<file path="src/rtl/vga_write_arbiter.sv">
`default_nettype none
// vga_write_arbiter: round-robin ownership of the single VGA write port.
// The owner's pixel strobes reach the adapter through one register stage.
module vga_write_arbiter #(
  parameter int N  = 4,
  parameter int IW = 3
) (
  input  logic           clock,
  input  logic           reset,
  input  logic [N-1:0]   req,
  output logic [N-1:0]   gnt,
  input  logic [8*N-1:0] in_x,
  input  logic [7*N-1:0] in_y,
  input  logic [3*N-1:0] in_colour,
  input  logic [N-1:0]   in_write,
  output logic [7:0]     vga_x,
  output logic [6:0]     vga_y,
  output logic [2:0]     vga_colour,
  output logic           vga_write,
  output logic           busy,
  output logic [IW-1:0]  owner
);

  typedef enum logic [0:0] {
    IDLE  = 1'b0,
    GRANT = 1'b1
  } state_t;

  state_t        state;
  state_t        state_next;
  logic [IW-1:0] owner_next;
  logic [IW-1:0] pick;
  logic [N-1:0]  gnt_next;
  logic          vga_write_next;
  logic          load_pixel;

  logic          own_req;
  logic          own_wr;
  logic [7:0]    own_x;
  logic [6:0]    own_y;
  logic [2:0]    own_colour;

  always_comb begin : owner_mux
    own_req    = 1'b0;
    own_wr     = 1'b0;
    own_x      = '0;
    own_y      = '0;
    own_colour = '0;
    for (int j = 0; j < N; j++) begin
      if (owner == IW'(j)) begin
        own_req    = req[j];
        own_wr     = in_write[j];
        own_x      = in_x[8*j +: 8];
        own_y      = in_y[7*j +: 7];
        own_colour = in_colour[3*j +: 3];
      end
    end
  end

  // Lowest requester above owner wins; otherwise wrap to the lowest at or below owner.
  always_comb begin : rr_pick
    pick = owner;
    for (int j = N - 1; j >= 0; j--) begin
      if (req[j] && (IW'(j) <= owner)) pick = IW'(j);
    end
    for (int j = N - 1; j >= 0; j--) begin
      if (req[j] && (IW'(j) > owner)) pick = IW'(j);
    end
  end

  always_comb begin : fsm_next
    state_next     = state;
    owner_next     = owner;
    gnt_next       = gnt;
    vga_write_next = 1'b0;
    load_pixel     = 1'b0;
    case (state)
      IDLE: begin
        if (|req) begin
          state_next = GRANT;
          owner_next = pick;
          for (int j = 0; j < N; j++) begin
            gnt_next[j] = (IW'(j) == pick);
          end
        end
      end
      GRANT: begin
        vga_write_next = own_wr & own_req;
        load_pixel     = own_wr;
        if (!own_req) begin
          state_next = IDLE;
          gnt_next   = '0;
        end
      end
      default: begin
        state_next = IDLE;
        gnt_next   = '0;
      end
    endcase
  end

  always_ff @(posedge clock) begin
    if (reset) begin
      state      <= IDLE;
      gnt        <= '0;
      owner      <= IW'(N - 1);
      vga_x      <= '0;
      vga_y      <= '0;
      vga_colour <= '0;
      vga_write  <= 1'b0;
    end else begin
      state     <= state_next;
      gnt       <= gnt_next;
      owner     <= owner_next;
      vga_write <= vga_write_next;
      if (load_pixel) begin
        vga_x      <= own_x;
        vga_y      <= own_y;
        vga_colour <= own_colour;
      end
    end
  end

  assign busy = (state == GRANT);

endmodule
`default_nettype wire

</file>
<file path="config.mk">
export PLATFORM = sky130hd
export DESIGN_NAME = vga_write_arbiter
export DESIGN_NICKNAME = d
export VERILOG_FILES = /design/src/rtl/vga_write_arbiter.sv
export SDC_FILE = /design/constraint.sdc
export NUM_CORES = 1
export LEC_CHECK = 0
export CAP_MARGIN = 20
export CORE_MARGIN = 4
export CORE_UTILIZATION = 36
export DETAILED_ROUTE_END_ITERATION = 10
export MAX_ROUTING_LAYER = met4
export PLACE_DENSITY = 0.8
export SLEW_MARGIN = 10
export SYNTH_ARGS = -nofsm -noshare
export SYNTH_HDL_FRONTEND = slang
export SYNTH_SLANG_ARGS = --single-unit
</file>
<file path="constraint.sdc">
create_clock -name clock -period 1.8 [get_ports clock]
set_clock_uncertainty 0.05 [all_clocks]
set_input_delay 0.45 -clock clock [delete_from_list [all_inputs] [get_ports clock]]
set_output_delay 0.45 -clock clock [all_outputs]
set_load 0.02 [all_outputs]
</file>
== Word level (Yosys, flattened, before mapping) ==
Index checks and enable logic that the tools add are counted.
W data, S select, Z words.

* Flip-flop bits (word level): 27
* Input port bits: 82
* Output and inout port bits: 27

* Order comparisons: 8
* Eq/ne operators: 8
* Mux-type cells: 35
* Bitwise gates (word level): 2
* Reduce and logical (&&, ||, !) cells: 14

{| class="wikitable"
|+ Operators by type and width
! cell !! count
|-
| $mux W3 || 12
|-
| $mux W8 || 4
|-
| $mux W7 || 4
|-
| $mux W1 || 11
|-
| $logic_and A1 B1 Y1 || 8
|-
| $mux W4 || 2
|-
| $pmux W4 S2 || 1
|-
| $eq A2 B3 Y1 const A || 2
|-
| $eq A3 B2 Y1 const B || 2
|-
| $gt A1 B3 Y1 const A || 2
|-
| $gt A2 B3 Y1 const A || 2
|-
| $le A1 B3 Y1 const A || 2
|-
| $le A2 B3 Y1 const A || 2
|-
| $logic_not A3 Y1 || 2
|-
| $ne A2 B2 Y1 const B || 2
|-
| $reduce_and A2 Y1 || 2
|-
| $reduce_or A4 Y1 || 1
|-
| $eq A1 B3 Y1 const A || 1
|-
| $eq A3 B1 Y1 const B || 1
|-
| $pmux W1 S2 || 1
|-
| $reduce_or A2 Y1 || 1
|-
| $and A1 B1 Y1 || 1
|-
| $not A1 Y1 || 1
|}

== Longest topological paths before layout ==
* Depth after elaboration: 13
* Depth in mapped cells: 7

== Worst setup path before layout ==
Ideal clock, no wire load.

* Path kind: reg2reg
* Start: register owner[0]
* End: register vga_x[0]
* Setup time: 0.128 ns
* Arrival: 1.573 ns
* Data required time: 1.622 ns
* Path slack: 0.049 ns
* Cell stages (with the launch flop): 8
* Path buffers: 2
* Clock period less this slack: 1.751 ns
* Path through: dfxtp_1 -> buf_6 -> mux4_2 -> nand2_4 -> buf_6 -> nor3b_1 -> a21oi_1 -> nor2_1

* Cells in the longest elaborated chain, start to end: 6
* Elaborated cells between the ends (all ways): 13
* Classes of those cells: 3 x eq/ne; 9 x mux; 1 x reduce/logical

{| class="wikitable"
|+ RTL lines
! what !! RTL line !! text
|-
| start: declaration || 21 || <nowiki>output logic [IW-1:0] owner</nowiki>
|-
| start signal: assignment || 106 || <nowiki>owner <= IW'(N - 1);</nowiki>
|-
| start signal: assignment || 114 || <nowiki>owner <= owner_next;</nowiki>
|-
| $logic_not A3 Y1 || 50 || <nowiki>if (owner == IW'(j)) begin</nowiki>
|-
| $mux W1 (4 in a row) || 50 ||
|-
| $mux W1 || 77 || <nowiki>case (state)</nowiki>
|-
| end signal: assignment || 117 || <nowiki>vga_x <= own_x;</nowiki>
|-
| end: declaration || 16 || <nowiki>output logic [7:0] vga_x,</nowiki>
|}

Parallel ways exist; a longest one is shown, timed or not.
A chain may end at the register's enable or synchronous reset.

== Final worst setup path ==
* Start: register vga_colour[0]
* End: output vga_colour[0]

{| class="wikitable"
|+ RTL lines
! what !! RTL line !! text
|-
| start: declaration || 18 || <nowiki>output logic [2:0] vga_colour,</nowiki>
|-
| start signal: assignment || 119 || <nowiki>vga_colour <= own_colour;</nowiki>
|}

No word-level cell between the ends.

==> results.toml <==
[place]
worst_slack_at_placement_ns = -0.329
hpwl_mm = 4.01
routabilityCongestion = 0.913
detailed_place.area_mm2 = 0.00286
buffer_ports.inserted = 108

[clock_tree]
clk_transition_reported_paths_ns = 0.09
cts_tree = "built"
clockRootBuffer = "clkbuf_8"
hold_buffers = 0
number_of_sinks_handled_by_clock_tree_synthesis = 27
clk-insertion-delay-late_ns = 0.27
buffer_levels_on_the_longest_clock_path = 2
clock_h_tree_levels = 1
tritoncts.num_buffers = 3
cts_post_setup_buffers_inserted = 0

[timing]
totalNegativeSetupSlack_ns = 0
hold_viol = 0
worstMarginPinSlew_ns = 0.316
maxSlewHeadroom_pct = 78.9
finalMaxSlewViolations = 0
rsz_0062_raised_after_global_routing = "false"
post-route-period-util_pct = 97.7
setup_ws_ns = 0.0417
max_freq_mhz = 569
setup_violations = 0
finalCriticalPeriod_ns = 1.76

[floorplanning]
io_pins = 109
die-width_um = 75.9
placeableCoreArea_mm2 = 0.00441
die-area_mm2 = 0.00575
die_h_um = 75.9
initial_utilization_pct = 37.6
floorplan.rows = 24

[route]
post_drt_wl_per_cell_um = 15.7
ant_nets = 0
residual_drc = 0
dr.pass1.iters = 4
wl_mm = 5.12
post_drt_via_cell_ratio = 5.20
drt_iter0_drc = 68
via_count = 1699

[yosys]
yosys.cell_types.count = 28
yosys.area.top_type_share_pct = 32.6
ys_top_cells_by_area = "dfxtp_1 33%, mux4_2 27%, nor3b_1 9.5%"
post_synth.cell_area_avg_um2 = 10.4
synth_cells = 160
synth-seq-area-share_pct = 32.6
synthesis.area_mm2 = 0.00166
netlist_top_cells_count = "27 x dfxtp_1, 24 x nor2_1, 22 x a21oi_1"
yosys_warnings = 0
synth_enable_flop_cells = 0
synth_fp_nets = 242
synth_async_sr_flop_share_pct = 0
yosys_register_bits = 27
synth_largest_area_cell = "dfxtp_1"
synth_most_common_cell = "dfxtp_1"
synthFlopType = "dfxtp_1"

[min_path]
timing.hold.worst_endpoint = "gnt[1]$_SDFFE_PP0P_"
worstHoldStart = "gnt[1]$_SDFFE_PP0P_"
hold_path_depth = 2
worst_min_path_class = "register to register"

[grt]
grt_antenna_before_repair = 0
globalRouteOverflowTotal = 0
global_route_wire_length_before_repair_mm = 7.02
grt_pass1_vias = 1577
largest_net_degree_at_the_start_of_global_routing = 24
grt_usage_pct = 16.3

[critical_path]
crit-reg2reg-launch = "owner[0]$_SDFFE_PP1P_"
cpPeakStageDelay_ns = 0.64
r2r.worst_path.cells = 6
worst_ep_arrival_time_ns = 1.26
cp_top_family = "buffers and inverters"
path_class = "register to primary output"
reg2reg_to = "vga_colour[2]$_SDFFE_PP0P_"
setup.worst_path.start_class = "register"
timing.critical_path.slowest_stage_cell = "clkdlybuf4s50_1"
cp_cell_sequence = "clkdlybuf4s50_1"
worstPathRequired_ns = 1.30
setup.reg_to_reg.worst_slack_ns = 0.12
worst-path-buf-inv = 1
worst_setup_path_end_kind = "primary output"
worstPathMaxFanout = 2

[final_layout]
num-nets-final = 358
drive_gt1_share_pct = 18.5
antenna-diode-count = 0
filler_cells_inserted = 379
postLayoutCellArea_mm2 = 0.00298
area.growth.synth_to_final_pct = 79.8

[run]
maxCapViolCount = 0

[power]
vdd_ir_drop_max_mv = 0.704
p_per_area_mw_per_mm2 = 634
leakage_nw = 1.18

[run_status]
result_of_the_run = "finished, final reports clean"
## timing repair
action	4_1_cts	5_1_grt
gates cloned	0	2
gates resized for setup	6	10
endpoints found under the setup margin	6	15
pin swaps	0	3
## power breakdown
| part | leakage [nW] | switching [mW] | total, mW | internal, mW |
|---|---|---|---|---|
| Sequential | 0.220 | 0.0430 | 0.695 | 0.652 |
| Clock | 0.0217 | 0.185 | 0.342 | 0.157 |
| Combinational | 0.942 | 0.324 | 0.853 | 0.529 |
| Total | 1.18 | 0.552 | 1.89 | 1.34 |
## final cells by class
| class | count | area, um2 | share of cell area (%) |
|---|---|---|---|
| multi-input combinational | 116 | 1010 | 33.9 |
| clock inverter | 1 | 7.51 | 0.252 |
| inverter | 1 | 3.75 | 0.126 |
| clock buffer | 3 | 41.3 | 1.38 |
| timing repair buffer | 127 | 1310 | 43.9 |
| sequential | 27 | 546 | 18.3 |
| tap | 52 | 65.1 | 2.18 |
## per-stage QoR
stage          hold slack [ns]  total power, mW  std cells  util [%]
6_report                 0.433             1.89        327      67.5
3_5_place_dp             0.397             1.55        321      64.7
3_3_place_gp             0.406             1.53        321      64.7
5_1_grt                  0.464             1.99        327      67.5
4_1_cts                  0.432             1.88        325      65.7
2_1_floorplan            0.485             1.16        160         -
## layer usage
metal	up-vias	GRT usage, %	routed length (um)
met3	4	4.09	505
li1	830	-	-
met4	0	2.91	29
met1	800	17.0	1880
met2	65	31.0	2710
met5	-	-	0
## placed cells by master, fill, tap and decap left out
cell | Yosys | layout
nor3b_2 | 0 | 1
a22o_1 | 2 | 2
a21oi_1 | 22 | 22
dlymetal6s2s_1 | 0 | 7
o32ai_1 | 2 | 2
mux4_2 | 20 | 20
and2b_1 | 1 | 1
o21ai_0 | 4 | 4
mux2_2 | 1 | 1
clkbuf_8 | 0 | 3
nand2_1 | 6 | 6
a21o_1 | 1 | 1
nand2b_1 | 1 | 1
nand3b_1 | 1 | 1
nor3_1 | 1 | 1
dfxtp_1 | 27 | 25
a21oi_2 | 1 | 1
dfxtp_4 | 0 | 1
o21bai_1 | 1 | 1
clkinvlp_4 | 0 | 1
a211oi_1 | 2 | 2
buf_12 | 0 | 3
nand3_1 | 1 | 1
a211o_1 | 1 | 1
dlygate4sd2_1 | 0 | 5
inv_1 | 1 | 1
nand2_4 | 1 | 1
nor3b_1 | 21 | 20
dfxtp_2 | 0 | 1
clkbuf_16 | 0 | 2
buf_4 | 3 | 14
clkdlybuf4s50_1 | 0 | 96
nor4_2 | 0 | 1
or2_2 | 1 | 1
nor2_1 | 24 | 24
## logic make-up (layout without fill, tap and decap cells)
logic type             after synthesis  in the layout  share of synthesized area, %
buffers and inverters               17            132                          7.09
AND/OR/NAND/NOR                     59             59                          19.6
flip-flops                          27             27                          32.6
multiplexers                        21             21                          27.8
AO/OA/AOI/OAI                       36             36                          12.8
## worst reg2reg max path, delay by kind of cell, from the launching register on
family	cells	cell delay (ns)
buf+inv	1	0.15
flops	1	0.43
simple gates	3	0.26
mux	1	0.56
compound gates	1	0.12
## worst max path at each step
stage / start / endpoint / slack [ns] / cells past startpoint
2_1_floorplan: owner[0]$_SDFFE_PP1P_ / vga_x[0]$_SDFFE_PP0P_ / 0.05 / 7
3_3_place_gp: req[1] / gnt[2]$_SDFFE_PP0P_ / -0.28 / 6
3_5_place_dp: req[1] / gnt[3]$_SDFFE_PP0P_ / -0.33 / 6
4_1_cts: req[2] / gnt[0]$_SDFFE_PP0P_ / 0.001 / 8
5_1_grt: vga_y[3]$_SDFFE_PP0P_ / vga_y[3] / 0.006 / 1
6_report: vga_colour[0]$_SDFFE_PP0P_ / vga_colour[0] / 0.04 / 1
## sequential cells by signal (all words and copies together) (netlist names)
name	flops
vga_x	8
gnt	4
owner	3
vga_y	7
vga_colour	3
busy	1
vga_write	1
No activity file was read; power rests on OpenSTA's default activity.
